===== config.mk =====
export PLATFORM = sky130hd
export DESIGN_NAME = hazard_ctrl
export DESIGN_NICKNAME = d
export VERILOG_FILES = /design/src/rtl/hazard_ctrl.sv
export SDC_FILE = /design/constraint.sdc
export NUM_CORES = 1
export LEC_CHECK = 0
export CORE_MARGIN = 8
export CORE_UTILIZATION = 48
export DETAILED_ROUTE_END_ITERATION = 8
export PLACE_DENSITY = 0.86
export SYNTH_ARGS = -nofsm -noshare
export SYNTH_HDL_FRONTEND = slang
export SYNTH_SLANG_ARGS = --single-unit

===== constraint.sdc =====
create_clock -name CLK -period 4.2 [get_ports CLK]
set_input_delay 0.63 -clock CLK [delete_from_list [all_inputs] [get_ports CLK]]
set_output_delay 0.63 -clock CLK [all_outputs]
set_load 0.02 [all_outputs]

===== src/rtl/hazard_ctrl.sv =====
// Pipeline hazard controller: stall/flush/freeze strobes, operand forwarding
// selects, memory wait-state timeout and saturating stall/flush counters.
module hazard_ctrl #(
    parameter int WAIT_MAX = 15,
    parameter int CNT_W    = 16
) (
    input  logic             CLK,
    input  logic             Resetn,
    input  logic [4:0]       Rs_ID,
    input  logic [4:0]       Rt_ID,
    input  logic [4:0]       Rs_EX,
    input  logic [4:0]       Rt_EX,
    input  logic [4:0]       Rd_EX,
    input  logic             RegWr_EX,
    input  logic             MemtoReg_EX,
    input  logic [4:0]       Rd_M,
    input  logic             RegWr_M,
    input  logic [4:0]       Rd_WB,
    input  logic             RegWr_WB,
    input  logic             Branch_M,
    input  logic             Zero_M,
    input  logic             Jump_M,
    input  logic             MemWr_M,
    input  logic             MemtoReg_M,
    input  logic             MemReady,
    input  logic             CntClr,
    output logic             PCWr,
    output logic             IFID_Wr,
    output logic             PCSrc,
    output logic             Flush_D,
    output logic             Flush_E,
    output logic             Flush_M,
    output logic             Bubble_E,
    output logic             Freeze,
    output logic [1:0]       ForwardA,
    output logic [1:0]       ForwardB,
    output logic             MemErr,
    output logic [CNT_W-1:0] StallCnt,
    output logic [CNT_W-1:0] FlushCnt
);

    typedef enum logic [0:0] {
        ST_RUN   = 1'b0,
        ST_MWAIT = 1'b1
    } state_t;

    localparam logic [3:0]       WAIT_MAX_C = 4'(WAIT_MAX);
    localparam logic [CNT_W-1:0] CNT_MAX_C  = {CNT_W{1'b1}};
    localparam logic [CNT_W-1:0] CNT_ONE_C  = CNT_W'(1);

    // The M-stage result is younger than WB, so it wins when both match.
    function automatic logic [1:0] fwd_sel(
        input logic [4:0] src,
        input logic       regwr_m,
        input logic [4:0] rd_m,
        input logic       regwr_wb,
        input logic [4:0] rd_wb
    );
        logic [1:0] sel;
        if (regwr_m && (rd_m != 5'd0) && (rd_m == src)) begin
            sel = 2'b01;
        end else if (regwr_wb && (rd_wb != 5'd0) && (rd_wb == src)) begin
            sel = 2'b10;
        end else begin
            sel = 2'b00;
        end
        return sel;
    endfunction

    state_t           state_r;
    state_t           state_s;
    logic [3:0]       wcnt_r;
    logic [3:0]       wcnt_s;
    logic             abandon_r;
    logic             abandon_s;
    logic             err_set_s;
    logic             mem_err_r;
    logic [CNT_W-1:0] stall_cnt_r;
    logic [CNT_W-1:0] flush_cnt_r;

    logic             memreq_s;
    logic             taken_s;
    logic             loaduse_s;
    logic             timeout_s;
    logic             freeze_s;
    logic             redirect_s;
    logic             pc_wr_s;
    logic             ifid_wr_s;
    logic             pc_src_s;
    logic             flush_s;
    logic             bubble_s;
    logic             stall_inc_s;

    assign memreq_s  = MemWr_M | MemtoReg_M;
    assign taken_s   = (Branch_M & Zero_M) | Jump_M;
    assign loaduse_s = MemtoReg_EX & RegWr_EX & (Rd_EX != 5'd0) &
                       ((Rd_EX == Rs_ID) | (Rd_EX == Rt_ID));
    assign timeout_s = (state_r == ST_MWAIT) & memreq_s & ~MemReady &
                       (wcnt_r == WAIT_MAX_C);
    // abandon_r keeps the timed-out access from re-freezing on the cycle after.
    assign freeze_s  = memreq_s & ~MemReady & ~timeout_s & ~abandon_r;
    assign redirect_s = ~freeze_s & taken_s;

    // Strobe priority: freeze, then redirect, then load-use stall.
    always_comb begin
        pc_wr_s   = 1'b1;
        ifid_wr_s = 1'b1;
        pc_src_s  = 1'b0;
        flush_s   = 1'b0;
        bubble_s  = 1'b0;
        if (freeze_s) begin
            pc_wr_s   = 1'b0;
            ifid_wr_s = 1'b0;
        end else if (taken_s) begin
            pc_src_s  = 1'b1;
            flush_s   = 1'b1;
        end else if (loaduse_s) begin
            pc_wr_s   = 1'b0;
            ifid_wr_s = 1'b0;
            bubble_s  = 1'b1;
        end else begin
            pc_wr_s   = 1'b1;
            ifid_wr_s = 1'b1;
        end
    end

    // Wait-state FSM next-state and wait counter.
    always_comb begin
        state_s   = state_r;
        wcnt_s    = wcnt_r;
        abandon_s = 1'b0;
        err_set_s = 1'b0;
        case (state_r)
            ST_RUN: begin
                if (freeze_s) begin
                    state_s = ST_MWAIT;
                    wcnt_s  = 4'd1;
                end else begin
                    state_s = ST_RUN;
                    wcnt_s  = 4'd0;
                end
            end
            ST_MWAIT: begin
                if (MemReady || !memreq_s) begin
                    state_s = ST_RUN;
                    wcnt_s  = 4'd0;
                end else if (timeout_s) begin
                    state_s   = ST_RUN;
                    wcnt_s    = 4'd0;
                    abandon_s = 1'b1;
                    err_set_s = 1'b1;
                end else begin
                    state_s = ST_MWAIT;
                    wcnt_s  = wcnt_r + 4'd1;
                end
            end
            default: begin
                state_s = ST_RUN;
                wcnt_s  = 4'd0;
            end
        endcase
    end

    // FSM state, wait counter and abandon flag, on the pipeline's falling edge.
    always_ff @(negedge CLK or negedge Resetn) begin
        if (!Resetn) begin
            state_r   <= ST_RUN;
            wcnt_r    <= 4'd0;
            abandon_r <= 1'b0;
        end else begin
            state_r   <= state_s;
            wcnt_r    <= wcnt_s;
            abandon_r <= abandon_s;
        end
    end

    // Sticky timeout flag, cleared only by reset.
    always_ff @(negedge CLK or negedge Resetn) begin
        if (!Resetn) begin
            mem_err_r <= 1'b0;
        end else if (err_set_s) begin
            mem_err_r <= 1'b1;
        end
    end

    assign stall_inc_s = freeze_s | ~pc_wr_s;

    // Saturating performance counters; clear beats increment.
    always_ff @(negedge CLK or negedge Resetn) begin
        if (!Resetn) begin
            stall_cnt_r <= '0;
            flush_cnt_r <= '0;
        end else if (CntClr) begin
            stall_cnt_r <= '0;
            flush_cnt_r <= '0;
        end else begin
            if (stall_inc_s && (stall_cnt_r != CNT_MAX_C)) begin
                stall_cnt_r <= stall_cnt_r + CNT_ONE_C;
            end
            if (redirect_s && (flush_cnt_r != CNT_MAX_C)) begin
                flush_cnt_r <= flush_cnt_r + CNT_ONE_C;
            end
        end
    end

    assign PCWr     = pc_wr_s;
    assign IFID_Wr  = ifid_wr_s;
    assign PCSrc    = pc_src_s;
    assign Flush_D  = flush_s;
    assign Flush_E  = flush_s;
    assign Flush_M  = flush_s;
    assign Bubble_E = bubble_s;
    assign Freeze   = freeze_s;
    assign ForwardA = fwd_sel(Rs_EX, RegWr_M, Rd_M, RegWr_WB, Rd_WB);
    assign ForwardB = fwd_sel(Rt_EX, RegWr_M, Rd_M, RegWr_WB, Rd_WB);
    assign MemErr   = mem_err_r;
    assign StallCnt = stall_cnt_r;
    assign FlushCnt = flush_cnt_r;

endmodule

==> impl_metrics.env, run 1 <==
export IMPL_outcome="finished, violations left"
export IMPL_violations="negative setup slack"
export IMPL_io_buffers=92
export IMPL_synth_cell_types=44
export IMPL_grt_use_met1_pct=23.28
export IMPL_place_hpwl_um=5598
export IMPL_cpMaxStageDelayCell="dfrtn_1"
export IMPL_grt_max_degree=40
export IMPL_grt_use_met2_pct=37.27
export IMPL_cpPeakStageDelay_ns=0.36
export IMPL_drive_gt1_share_pct=26.95
export IMPL_ys_async_sr_fraction_pct=100.0
export IMPL_cts_sinks=39
export IMPL_cp_data_arrival_time_ns=3.94
export IMPL_wire_per_inst_um=17.76
export IMPL_layout_commonest_cell="clkdlybuf4s50_1"
export IMPL_holdPathStages=1
export IMPL_critPathKind="flop to output port"
export IMPL_worst_path_buf_inv=3
export IMPL_drtIter0Drc=134
export IMPL_pin_count=93
export IMPL_max_cap_violations=0
export IMPL_antenna_left=0
export IMPL_yosysSeqAreaShare_pct=40.10
export IMPL_synth_area_sq_um=2434
export IMPL_power_total_w=0.0008948
export IMPL_diodes=0
export IMPL_cts_root_buffer="clkbuf_8"
export IMPL_ys_ff_latch=39
export IMPL_rsz0062_at_grt="true"
export IMPL_synth_ff_type="dfrtn_1"
export IMPL_syn_nets=313
export IMPL_hold_viol=0
export IMPL_areaGrowthSynthToFinish_pct=63.50
export IMPL_p_per_area_nw_per_um2=224.9
export IMPL_clk_latency_ns=0.30
export IMPL_cts_max_path_buffers=2
export IMPL_critical_path_required_ns=3.57
export IMPL_synth_edf_count=0
export IMPL_finalMaxSlewViolations=0
export IMPL_gp_congestion=0.8868
export IMPL_track_usage_pct=21.26
export IMPL_p_leak_nw=1.786
export IMPL_drc=0
export IMPL_final_util_pct=79.42
export IMPL_critPathMostFrequentCell="buf_6"
export IMPL_cts_tree="done"
export IMPL_mostFrequentLayoutCells="clkdlybuf4s50_1, dfrtn_1, buf_4"
export IMPL_max_vdd_ir_drop_uv=181.9
export IMPL_startpoint_type="flop"
export IMPL_nNetsFinal=447
export IMPL_netlist_instances=262
export IMPL_grt_overflow_total=0
export IMPL_die_x_um=87.21
export IMPL_top_usage_layer="met2"
export IMPL_skew_ns=0.007632
export IMPL_fin_ws_ns=-0.3666
export IMPL_crit_cells=7
export IMPL_max_slew_worst_pin_slew_ns=0.6015
export IMPL_clkTransAtPathRegs_ns=0.06
export IMPL_rr_worst_depth=6
export IMPL_yosysWarnings=0
export IMPL_slew_headroom_pct=59.59
export IMPL_htree_levels=2
export IMPL_hold_path_class="flop to flop"
export IMPL_stdcell_count=467
export IMPL_antenna_found_initial=0
export IMPL_placedCellCount=444
export IMPL_endpoint_kind="output port"
export IMPL_avgViaCountPerCell=5.715
export IMPL_grtUsageMet3_pct=6.604
export IMPL_grt_pass1_vias=2803
export IMPL_first_pass_iters=5
export IMPL_dp_worst_setup_slack_ns=-0.7209
export IMPL_die_area_sq_um=7605
export IMPL_grt_pass1_wl_um=13080
export IMPL_setup_viol=8
export IMPL_postSynthAreaPerCell_sq_um=9.288
export IMPL_finalWirelength_um=8294
export IMPL_start_util_pct=48.58
export IMPL_design_core_area_sq_um=5010
export IMPL_rows=26
export IMPL_cts_buffers=5
export IMPL_cp_max_fo=4
export IMPL_path_cells="ha_2, and3_4, a2111oi_4, buf_6, o21bai_4, inv_2, buf_6"
export IMPL_critical_path_top_delay_family="compound AO/OA/AOI/OAI gates"
export IMPL_chipHeight_um=87.21
export IMPL_vias=2669
## worst register-to-register path, delay by kind of cell (launching register included)
family	cells	cell delay, ns
AND/OR/NAND/NOR	3	0.88
flip-flops	1	0.48
AO/OA/AOI/OAI	2	0.48
multiplexers	1	0.29
## where the power goes
part	switching, W	internal [W]
logic	0.000101	0.000111
clock network	0.000138	0.000150
registers	0.00000997	0.000385
total	0.000249	0.000646
## state kept, by name (all words and copies together), names as in the netlist
register / cells
FlushCnt: 16
StallCnt: 16
wcnt_r: 4
MemErr: 1
abandon_r: 1
state_r: 1
## routing by layer
layer | routed length [um] | share of wire (%) | vias to the layer above
li1 | - | - | 1215
met5 | 0 | 0 | -
met4 | 258 | 3.1 | 0
met1 | 3093 | 37 | 1276
met2 | 4200 | 51 | 150
met3 | 741 | 8.9 | 28
## cell usage after synthesis (6+ instances only)
master	number	area share (%)
nand3_1	16	3.3
nor4_1	6	1.5
xor2_1	36	13
xnor2_1	9	3.2
o21ai_0	7	1.4
or4_1	11	3.4
nor3_1	9	1.9
nand4_1	8	2.1
a21oi_1	12	2.5
dfrtn_1	39	40
nand2_1	12	1.9
inv_1	7	1.1
nor2_1	32	4.9
## what timing repair did
action                                  4_1_cts  5_1_grt
buffers inserted                             11        5
gates resized for setup                     107       40
endpoints found under the hold margin         0        0
pin swaps                                    15       22
endpoints found under the setup margin       39       37
hold buffers                                  0        0
cloned                                        1        0
## area by class of cell
class	count	area (sq um)
sequential	39	975.9
clock buffer	7	96.34
fill	318	1031
clock inverter	1	7.507
tap	70	87.58
inverter	7	28.78
multi-input combinational	207	1529
timing repair buffer	136	1254
## logic make-up after synthesis
kind of cell	Yosys count	share of synthesized area (%)
flip-flops	39	40.10
AND/OR/NAND/NOR	115	25.45
buffers and inverters	17	3.599
adder cells (fa/ha/maj)	3	1.543
multiplexers	6	2.673
AO/OA/AOI/OAI	37	10.44
XOR/XNOR	45	16.20
## stage by stage
step / instance area (sq um) / setup TNS [ns] / hold slack, ns
2_1_floorplan: 2469 / -5.624 / 0.4129
3_3_place_gp: 3646 / -18.68 / 0.4175
3_5_place_dp: 3646 / -19.57 / 0.4264
4_1_cts: 3874 / -2.662 / 0.4281
5_1_grt: 3979 / -3.187 / 0.4345
6_report: 3979 / -2.774 / 0.4218
## path summary, 6_finish.rpt
| kind | start | endpoint | slack, ns |
|---|---|---|---|
| setup / recovery | wcnt_r[1]$_DFF_NN0_ | PCWr | -0.37 |
| hold / removal | MemErr$_DFFE_NN0P_ | MemErr$_DFFE_NN0P_ | 0.42 |
| min in group asynchronous | Resetn | MemErr$_DFFE_NN0P_ | 2.36 |
| setup reg to reg | StallCnt[7]$_DFFE_NN0P_ | StallCnt[11]$_DFFE_NN0P_ | 1.92 |
| hold reg to reg | MemErr$_DFFE_NN0P_ | MemErr$_DFFE_NN0P_ | 0.42 |
| max in group asynchronous | Resetn | StallCnt[8]$_DFFE_NN0P_ | 1.45 |
(Power assumes the default switching activity.)
==> run 2, diff against run 1 <==
--- a/config.mk
+++ b/config.mk
@@ -6,9 +6,9 @@
 export NUM_CORES = 1
 export LEC_CHECK = 0
 export CORE_MARGIN = 8
-export CORE_UTILIZATION = 48
+export CORE_UTILIZATION = 40
 export DETAILED_ROUTE_END_ITERATION = 8
-export PLACE_DENSITY = 0.86
+export PLACE_DENSITY = 0.77
 export SYNTH_ARGS = -nofsm -noshare
 export SYNTH_HDL_FRONTEND = slang
 export SYNTH_SLANG_ARGS = --single-unit
==> constraint.sdc (replaced) <==
create_clock -name CLK -period 3.8 [get_ports CLK]
set_input_delay 0.57 -clock CLK [delete_from_list [all_inputs] [get_ports CLK]]
set_output_delay 0.57 -clock CLK [all_outputs]
set_load 0.02 [all_outputs]
==> run 2 against run 1 <==
  * The run still ends with negative setup slack left
  * Register-to-register slack got worse by 0.48 ns
  * Clock-buffer cell count fell by 2
  * Cell area rose by 2.8%
  * Final cell count rose by 2.4%
  * Critical path depth did not move
  * Worst hold slack got worse by 0.0075 ns
  * Power rose by 15%
  * Via count fell by 4.5%
  * Sequential share of layout area fell by 0.68 points
  * Non-clock buffer count rose by 7
  * Die area rose by 16%
  * Clock skew fell by 0.0022 ns
==> impl_metrics.env, run 2 (synthesis results as in run 1) <==
export IMPL_hold_end="MemErr$_DFFE_NN0P_"
export IMPL_avgViaCountPerCell=5.335
export IMPL_layout_commonest_cell="dfrtn_1"
export IMPL_top_layer="met4"
export IMPL_rows=28
export IMPL_wl_met2_um=3882
export IMPL_cpMaxStageDelayCell="a2111oi_4"
export IMPL_diodes=0
export IMPL_r2r_end="StallCnt[7]$_DFFE_NN0P_"
export IMPL_endpoint_kind="output port"
export IMPL_reg2reg_slack_ns=1.44
export IMPL_rr_startpoint="StallCnt[6]$_DFFE_NN0P_"
export IMPL_die_x_um=94
export IMPL_max_cap_violations=0
export IMPL_outcome="finished, violations left"
export IMPL_cp_max_fo=4
export IMPL_grt_pass1_vias=2737
export IMPL_hold_viol=0
export IMPL_cts_max_path_buffers=2
export IMPL_grt_max_degree=40
export IMPL_start_util_pct=41.35
export IMPL_cp_data_arrival_time_ns=3.75
export IMPL_finalWirelength_um=7745
export IMPL_io_buffers=92
export IMPL_critPathKind="flop to output port"
export IMPL_rr_worst_depth=8
export IMPL_min_from="MemErr$_DFFE_NN0P_"
export IMPL_setup_viol=28
export IMPL_max_slew_worst_pin_slew_ns=0.7580
export IMPL_hold_buffers=0
export IMPL_cts_tree="done"
export IMPL_track_usage_pct=17.08
export IMPL_holdPathStages=1
export IMPL_hold_path_class="flop to flop"
export IMPL_first_pass_iters=4
export IMPL_cts_buffers=5
export IMPL_areaGrowthSynthToFinish_pct=68.12
export IMPL_grt_pass1_wl_um=12500
export IMPL_wl_met3_um=537
export IMPL_pin_count=93
export IMPL_p_leak_nw=1.913
export IMPL_postPlaceCellArea_sq_um=3662
export IMPL_clk_latency_ns=0.29
export IMPL_startpoint_type="flop"
export IMPL_m1WireLength_um=3200
export IMPL_max_vdd_ir_drop_uv=203.7
export IMPL_combPwrFrac_pct=23.8
export IMPL_drc=0
export IMPL_violations="negative setup slack"
export IMPL_cpPeakStageDelay_ns=0.37
export IMPL_skew_ns=0.005433
export IMPL_drive_gt1_share_pct=31.02
export IMPL_cts_root_buffer="clkbuf_8"
export IMPL_path_cells="ha_2, and3_4, a2111oi_4, buf_6, o21bai_4, inv_2, buf_6"
export IMPL_switching_share_pct=26.73
export IMPL_critPathMostFrequentCell="buf_6"
export IMPL_mostFrequentLayoutCells="dfrtn_1, xor2_1, buf_4"
export IMPL_antenna_found_initial=0
export IMPL_critical_path_required_ns=3.23
export IMPL_htree_levels=2
export IMPL_gp_congestion=0.8447
export IMPL_die_area_sq_um=8836
export IMPL_design_core_area_sq_um=5886
export IMPL_finalMaxSlewViolations=0
export IMPL_antenna_left=0
export IMPL_rsz0062_at_grt="true"
export IMPL_power_total_w=0.001026
export IMPL_intPower_w=0.0007521
export IMPL_cts_sinks=39
export IMPL_postLayoutCellArea_sq_um=4091
export IMPL_netSwitchingPower_w=0.0002743
export IMPL_p_per_area_nw_per_um2=250.9
export IMPL_fin_ws_ns=-0.5163
export IMPL_grt_overflow_total=0
export IMPL_clkPwrFrac_pct=34.1
export IMPL_slew_headroom_pct=49.08
export IMPL_drtIter0Drc=123
export IMPL_wire_per_inst_um=16.20
export IMPL_nNetsFinal=453
export IMPL_clkTransAtPathRegs_ns=0.06
export IMPL_place_hpwl_um=5609
export IMPL_vias=2550
export IMPL_p_seq_share_pct=42.0
export IMPL_chipHeight_um=94
[run 2: cell count changes in the layout (fill, tap and decap cells not counted), sizes merged, moves of 2 or more]
cell           delta
dlygate4sd2      +23
clkinv            +2
clkbuf            -8
clkdlybuf4s50    -24
dlymetal6s2s      -4
buf              +17
[run 2: cell type report]
cell class / instances / area [sq um]
fillers: 456 / 1794
multi-input cells: 206 / 1579
repair buffers: 143 / 1301
flip-flops and latches: 39 / 975.9
well taps: 75 / 93.84
clock buffers: 5 / 68.82
clock inverters: 3 / 43.79
inverters: 7 / 28.78
[run 2: worst max-delay path by stage]
stage	from	endpoint	cells after the start
finish	wcnt_r[1]$_DFF_NN0_	IFID_Wr	7
global route	wcnt_r[1]$_DFF_NN0_	IFID_Wr	7
CTS	wcnt_r[1]$_DFF_NN0_	IFID_Wr	7
detailed placement	Rd_EX[2]	StallCnt[1]$_DFFE_NN0P_	8
global placement	Rd_EX[2]	StallCnt[1]$_DFFE_NN0P_	8
floorplan	wcnt_r[0]$_DFF_NN0_	PCWr	6
[run 2: what timing repair did]
action | 4_1_cts | 5_1_grt
setup buffers | 16 | 8
endpoints found under the setup margin | 68 | 40
pin swaps | 34 | 18
resized for setup | 182 | 33
[run 2: worst max-delay path, delay by kind of cell (launching register included)]
family	cells	cell delay (ns)
AO/OA/AOI/OAI	2	0.49
buffers and inverters	3	0.37
adder cells (fa/ha/maj)	1	0.19
flip-flops	1	0.35
AND/OR/NAND/NOR	1	0.16
[run 2: routing by layer]
metal	vias to the layer above	GRT usage, %
li1	1221	-
met1	1229	19.02
met2	90	30.34
met3	10	4.796
met4	0	5.812
met5	-	0
[run 2: through the flow]
stage | hold WS [ns] | instances | util, % | worst slack, ns | TNS [ns]
final | 0.4144 | 478 | 69.52 | -0.5163 | -6.255
after global routing | 0.4445 | 478 | 69.52 | -0.5857 | -8.072
after CTS | 0.4221 | 476 | 67.22 | -0.5769 | -6.634
after detailed placement | 0.4192 | 452 | 62.22 | -0.9248 | -25.48
after global placement | 0.4145 | 452 | 62.22 | -0.8962 | -24.86
after floorplan | 0.4129 | 262 | - | -0.5386 | -10.10
[run 2: power by group through the flow]
stage | clock network [W] | registers, W | logic [W]
floorplan | 0 | 0.000447 | 0.0000791
global placement | 0 | 0.000439 | 0.000208
detailed placement | 0 | 0.000439 | 0.000212
CTS | 0.000356 | 0.000431 | 0.000239
global route | 0.000370 | 0.000433 | 0.000264
finish | 0.000350 | 0.000431 | 0.000245
==> run 3, diff against run 2 <==
--- a/config.mk
+++ b/config.mk
@@ -7,6 +7,7 @@
 export LEC_CHECK = 0
 export CORE_MARGIN = 8
 export CORE_UTILIZATION = 40
+export CTS_CLUSTER_SIZE = 25
 export DETAILED_ROUTE_END_ITERATION = 8
 export PLACE_DENSITY = 0.77
 export SYNTH_ARGS = -nofsm -noshare
==> results of run 3 <==
Same layout as run 2: the final DEF is identical, and so are final timing and power.
==> patch 1: new RTL, flow settings as in run 3 <==
The parameter `CNT_W` goes from 16 to 18.
--- a/src/rtl/hazard_ctrl.sv
+++ b/src/rtl/hazard_ctrl.sv
@@ -2,7 +2,7 @@
 // selects, memory wait-state timeout and saturating stall/flush counters.
 module hazard_ctrl #(
     parameter int WAIT_MAX = 15,
-    parameter int CNT_W    = 16
+    parameter int CNT_W    = 18
 ) (
     input  logic             CLK,
     input  logic             Resetn,
Interface: changed (resized FlushCnt and StallCnt); port bits go from 93 to 97. The function was not compared with the original's and may differ.
==> patch 1 against run 3 <==
- the flow still finishes with violations (setup timing)
- sequential cell count grew 4
- sequential power is 10% higher
- utilization decreased by 2.1 points
- synthesized cell count is 7.6% higher
- setup slack gained 230 ps
- first-iteration DRC count up 15%
- wire length up 10%
- final area rose by 5.2%
- total power increased by 0.55%
- die area up 7.6%
- non-clock buffer count unchanged
- synthesized area grew 9.2%
- critical path depth down 1
- largest power group unchanged
==> patch 1: results (changes against run 3) <==
* Reg2Reg Depth at 10 (was 8)
* First-pass GRT wire length at 14100 um (was 12500 um)
* Final Net Count at 469 (was 453)
* PwrDens at 240 nW/um2 (was 251 nW/um2)
* PortBufs at 96 (was 92)
* Worst r2r src: StallCnt[0]$_DFFE_NN0P_ (was StallCnt[6]$_DFFE_NN0P_)
* Syn nets at 333 (was 313)
* Logic inverters at 4 (was 7)
* CP startpoint: wcnt_r[0]$_DFF_NN0_ (was wcnt_r[1]$_DFF_NN0_)
* Met1 usage at 19.3% (was 19.0%)
* Top cells by count, synth: dfrtn_1, xor2_1, nor2_1 (unchanged)
* Largest net degree at the start of global routing at 26 (was 40)
* Total GRT Usage at 17.5% (was 17.1%)
* Seq_cells at 43 (was 39)
* Vias at 2690 (was 2550)
* M2 GR Usage at 31.3% (was 30.3%)
* CLK BUF at 6 (was 5)
* Reg2reg setup slack at 1370 ps (was 1440 ps)
* Cell variety after synth at 46 (was 44)
* Sequential cell area share at 25.0% (was 23.9%)
* Dpl hpwl at 6060 um (was 5610 um)
* Routed len/inst at 17.3 um (was 16.2 um)
* Placer Congestion at 0.854 (was 0.845)
* Post-route worst setup slack at -282 ps (was -516 ps)
* Metal2 WL at 4500 um (was 3880 um)
* Final setup fails at 26 (was 28)
* Multi-Input Combinational at 221 (was 206)
* Vias in the first global route at 2867 (was 2737)
* Outcome: finished with violations (unchanged)
* Failing checks: setup timing (unchanged)
patch 1: cell types whose count changed in the layout (fill, tap and decap cells not counted), moves of 5 or more:
| cell | change |
|---|---|
| o21ai_0 | +5 |
| xnor2_1 | +11 |
| buf_4 | -5 |
| buf_2 | -5 |
| dlygate4sd2_1 | +15 |
| nor2_1 | -5 |
| nand2_1 | +7 |
| buf_6 | -9 |
| clkdlybuf4s15_1 | -5 |
| xor2_1 | -5 |
patch 1: cell families after synthesis:
logic type               count (synthesis)  share of synthesized area [%]
AO/OA/AOI/OAI                           44                           11.3
XOR/XNOR                                51                           16.8
multiplexers                             2                          0.753
buffers and inverters                   18                           4.66
adder cells (fa/ha/maj)                  3                           1.41
flip-flops                              43                           40.5
AND/OR/NAND/NOR                        121                           24.6
patch 1: stage by stage:
| step | setup WS [ps] | utilization [%] | cells | TNS, ps | cell area (um2) |
|---|---|---|---|---|---|
| final | -282 | 67.4 | 495 | -6030 | 4300 |
| after global placement | -774 | 61.0 | 471 | -24100 | 3890 |
| after detailed placement | -830 | 61.0 | 471 | -25920 | 3890 |
| after global routing | -343 | 67.4 | 495 | -7280 | 4300 |
| after CTS | -283 | 66.0 | 492 | -5450 | 4220 |
| after floorplan | -394 | - | 282 | -7370 | 2690 |
patch 1: what timing repair did:
action / CTS / global route
gates cloned: 4 / 0
gates resized for setup: 151 / 20
endpoints found under the hold margin: 0 / 0
endpoints found under the setup margin: 76 / 44
pin swaps: 51 / 8
setup buffers: 10 / 3
patch 1: critical path: stages, from the launching register on:
cell and delay (ps):
dfrtn_1 440, ha_2 180, and3_4 190, a211oi_4 60, buf_6 140, a21oi_4 160
buf_6 140
==> patch 2: new RTL, config.mk and constraints of run 3 <==
Without the edit above. Make the reset (`Resetn`) synchronous in 3 clocked blocks.
--- a/src/rtl/hazard_ctrl.sv
+++ b/src/rtl/hazard_ctrl.sv
@@ -162,7 +162,7 @@
     end
 
     // FSM state, wait counter and abandon flag, on the pipeline's falling edge.
-    always_ff @(negedge CLK or negedge Resetn) begin
+    always_ff @(negedge CLK) begin
         if (!Resetn) begin
             state_r   <= ST_RUN;
             wcnt_r    <= 4'd0;
@@ -175,7 +175,7 @@
     end
 
     // Sticky timeout flag, cleared only by reset.
-    always_ff @(negedge CLK or negedge Resetn) begin
+    always_ff @(negedge CLK) begin
         if (!Resetn) begin
             mem_err_r <= 1'b0;
         end else if (err_set_s) begin
@@ -186,7 +186,7 @@
     assign stall_inc_s = freeze_s | ~pc_wr_s;
 
     // Saturating performance counters; clear beats increment.
-    always_ff @(negedge CLK or negedge Resetn) begin
+    always_ff @(negedge CLK) begin
         if (!Resetn) begin
             stall_cnt_r <= '0;
             flush_cnt_r <= '0;
Function: differs if Resetn is asserted again (counterexample within 4 cycles, from zero or initial values and one cycle with Resetn low); with Resetn held inactive, the same outputs for 10 cycles.
==> patch 2 against run 3 <==
- the run still ends with setup timing left
- total power increased by 7.9%
- synthesized area increased by 6.6%
- die area increased by 5.5%
- wire length increased by 19%
- combinational power decreased by 8.6%
- setup slack improved by 150 ps
- non-clock buffer count decreased by 3
- clock power increased by 33%
- final area increased by 6.8%
- critical path depth decreased by 1
- sequential cell count unchanged
==> patch 2: results (changes against run 3) <==
* Max IR drop VDD at 191 uV (was 204 uV)
* Largest net degree at the start of global routing at 31 (was 40)
* Register area at 783 um2 (was 976 um2)
* Worst EP arrival at 3600 ps (was 3750 ps)
* Critical-path top delay cell: dfxtp_2 (was a2111oi_4)
* Top cells by count, synth: dfxtp_1, nor2_1, nand2_1 (was dfrtn_1, xor2_1, nor2_1)
* Placed cell area at 3820 um2 (was 3660 um2)
* Static Leakage at 2.01 nW (was 1.91 nW)
* Worst Skew at 35.9 ps (was 5.43 ps)
* Post-route worst setup slack at -367 ps (was -516 ps)
* Failing checks: setup timing (unchanged)
* FF-to-FF End: StallCnt[3]$_SDFFE_NP0P_ (was StallCnt[7]$_DFFE_NN0P_)
* Worst r2r src: StallCnt[1]$_SDFFE_NP0P_ (was StallCnt[6]$_DFFE_NN0P_)
* Fin cells at 564 (was 478)
* Least-Margin Pin Slew at 1340 ps (was 758 ps)
* CTS clk-pin slew, worst paths at 30 ps (was 60 ps)
* Clk power at 0.466 mW (was 0.350 mW)
* Final TNS setup at -2760 ps (was -6260 ps)
* Placer Congestion at 0.874 (was 0.845)
* Gate count after technology mapping at 320 (was 262)
* Layout cell share with drive strength beyond 1 at 24.4% (was 31.0%)
* HP Start: MemErr$_SDFFE_NN0P_ (was MemErr$_DFFE_NN0P_)
* Top cells by area, synth: dfxtp_1, xor2_1, xnor2_1 (was dfrtn_1, xor2_1, nor2_1)
* Hold slack at 464 ps (was 414 ps)
* Fraction of area in multi-input gates at 43.7% (was 38.6%)
* Dpl hpwl at 6010 um (was 5610 um)
* Hold Path End: MemErr$_SDFFE_NN0P_ (was MemErr$_DFFE_NN0P_)
* Flop pwr share at 37.7% (was 42.0%)
* Drt pass-1 iters at 5 (was 4)
* Final Net Count at 538 (was 453)
* Reg2reg setup slack at 1210 ps (was 1440 ps)
* Outcome: finished with violations (unchanged)
* CP startpoint: wcnt_r[1]$_SDFF_NP0_ (was wcnt_r[1]$_DFF_NN0_)
* Slowest stage delay, CP at 350 ps (was 370 ps)
* Signal buf overhead at 30.3% (was 31.8%)
* Clock-cell share at 5.27% (was 2.75%)
* Final setup fails at 8 (was 28)
* Clk_lat worst skew at 380 ps (was 290 ps)
* Vias at 3068 (was 2550)
* Total GRT Usage at 18.7% (was 17.1%)
==> patch 2: cell count changes after synthesis, moves of 11 or more <==
cell and change:
mux2i_1 +12, xor2_1 -11, nand2_1 +17, dfxtp_1 +39
dfrtn_1 -39, nand2b_1 +11
==> patch 2: logic make-up (layout without fill, tap and decap cells) <==
family                     after synthesis  count (layout)  share of synthesized area [%]
AOI/OAI and AO/OA                       43              44                           12.2
xor gates and xnor gates                44              44                           14.9
adders and majority gates                3               3                           1.45
buffers and inverters                   27             193                           5.35
DFF                                     39              39                           30.1
muxes                                   14              14                           5.40
and+or+nand+nor                        150             150                           30.6
==> patch 2: timing repair <==
action / in CTS / in global routing
resized for setup: 111 / 30
gates cloned: 2 / 0
pin swaps: 12 / 23
setup endpoints to repair: 65 / 45
setup buffers: 13 / 5
==> patch 2: how the worst max path moves through the flow <==
stage / end / slack, ps
after floorplan: Flush_E / -70
after global placement: StallCnt[2]$_SDFFE_NP0P_ / -610
after detailed placement: StallCnt[2]$_SDFFE_NP0P_ / -660
after CTS: Flush_M / -440
after global routing: Flush_M / -420
final: PCWr / -370
==> patch 2: metal layers <==
| metal | global-route usage [%] | routed length (um) | part of all wire, % | vias to the layer above |
|---|---|---|---|---|
| met4 | 9.96 | 262 | 2.8 | 0 |
| met1 | 19.8 | 3520 | 38 | 1434 |
| met5 | 0 | 0 | 0 | - |
| met2 | 32.2 | 4780 | 52 | 115 |
| met3 | 6.34 | 659 | 7.2 | 30 |
| li1 | - | - | - | 1489 |
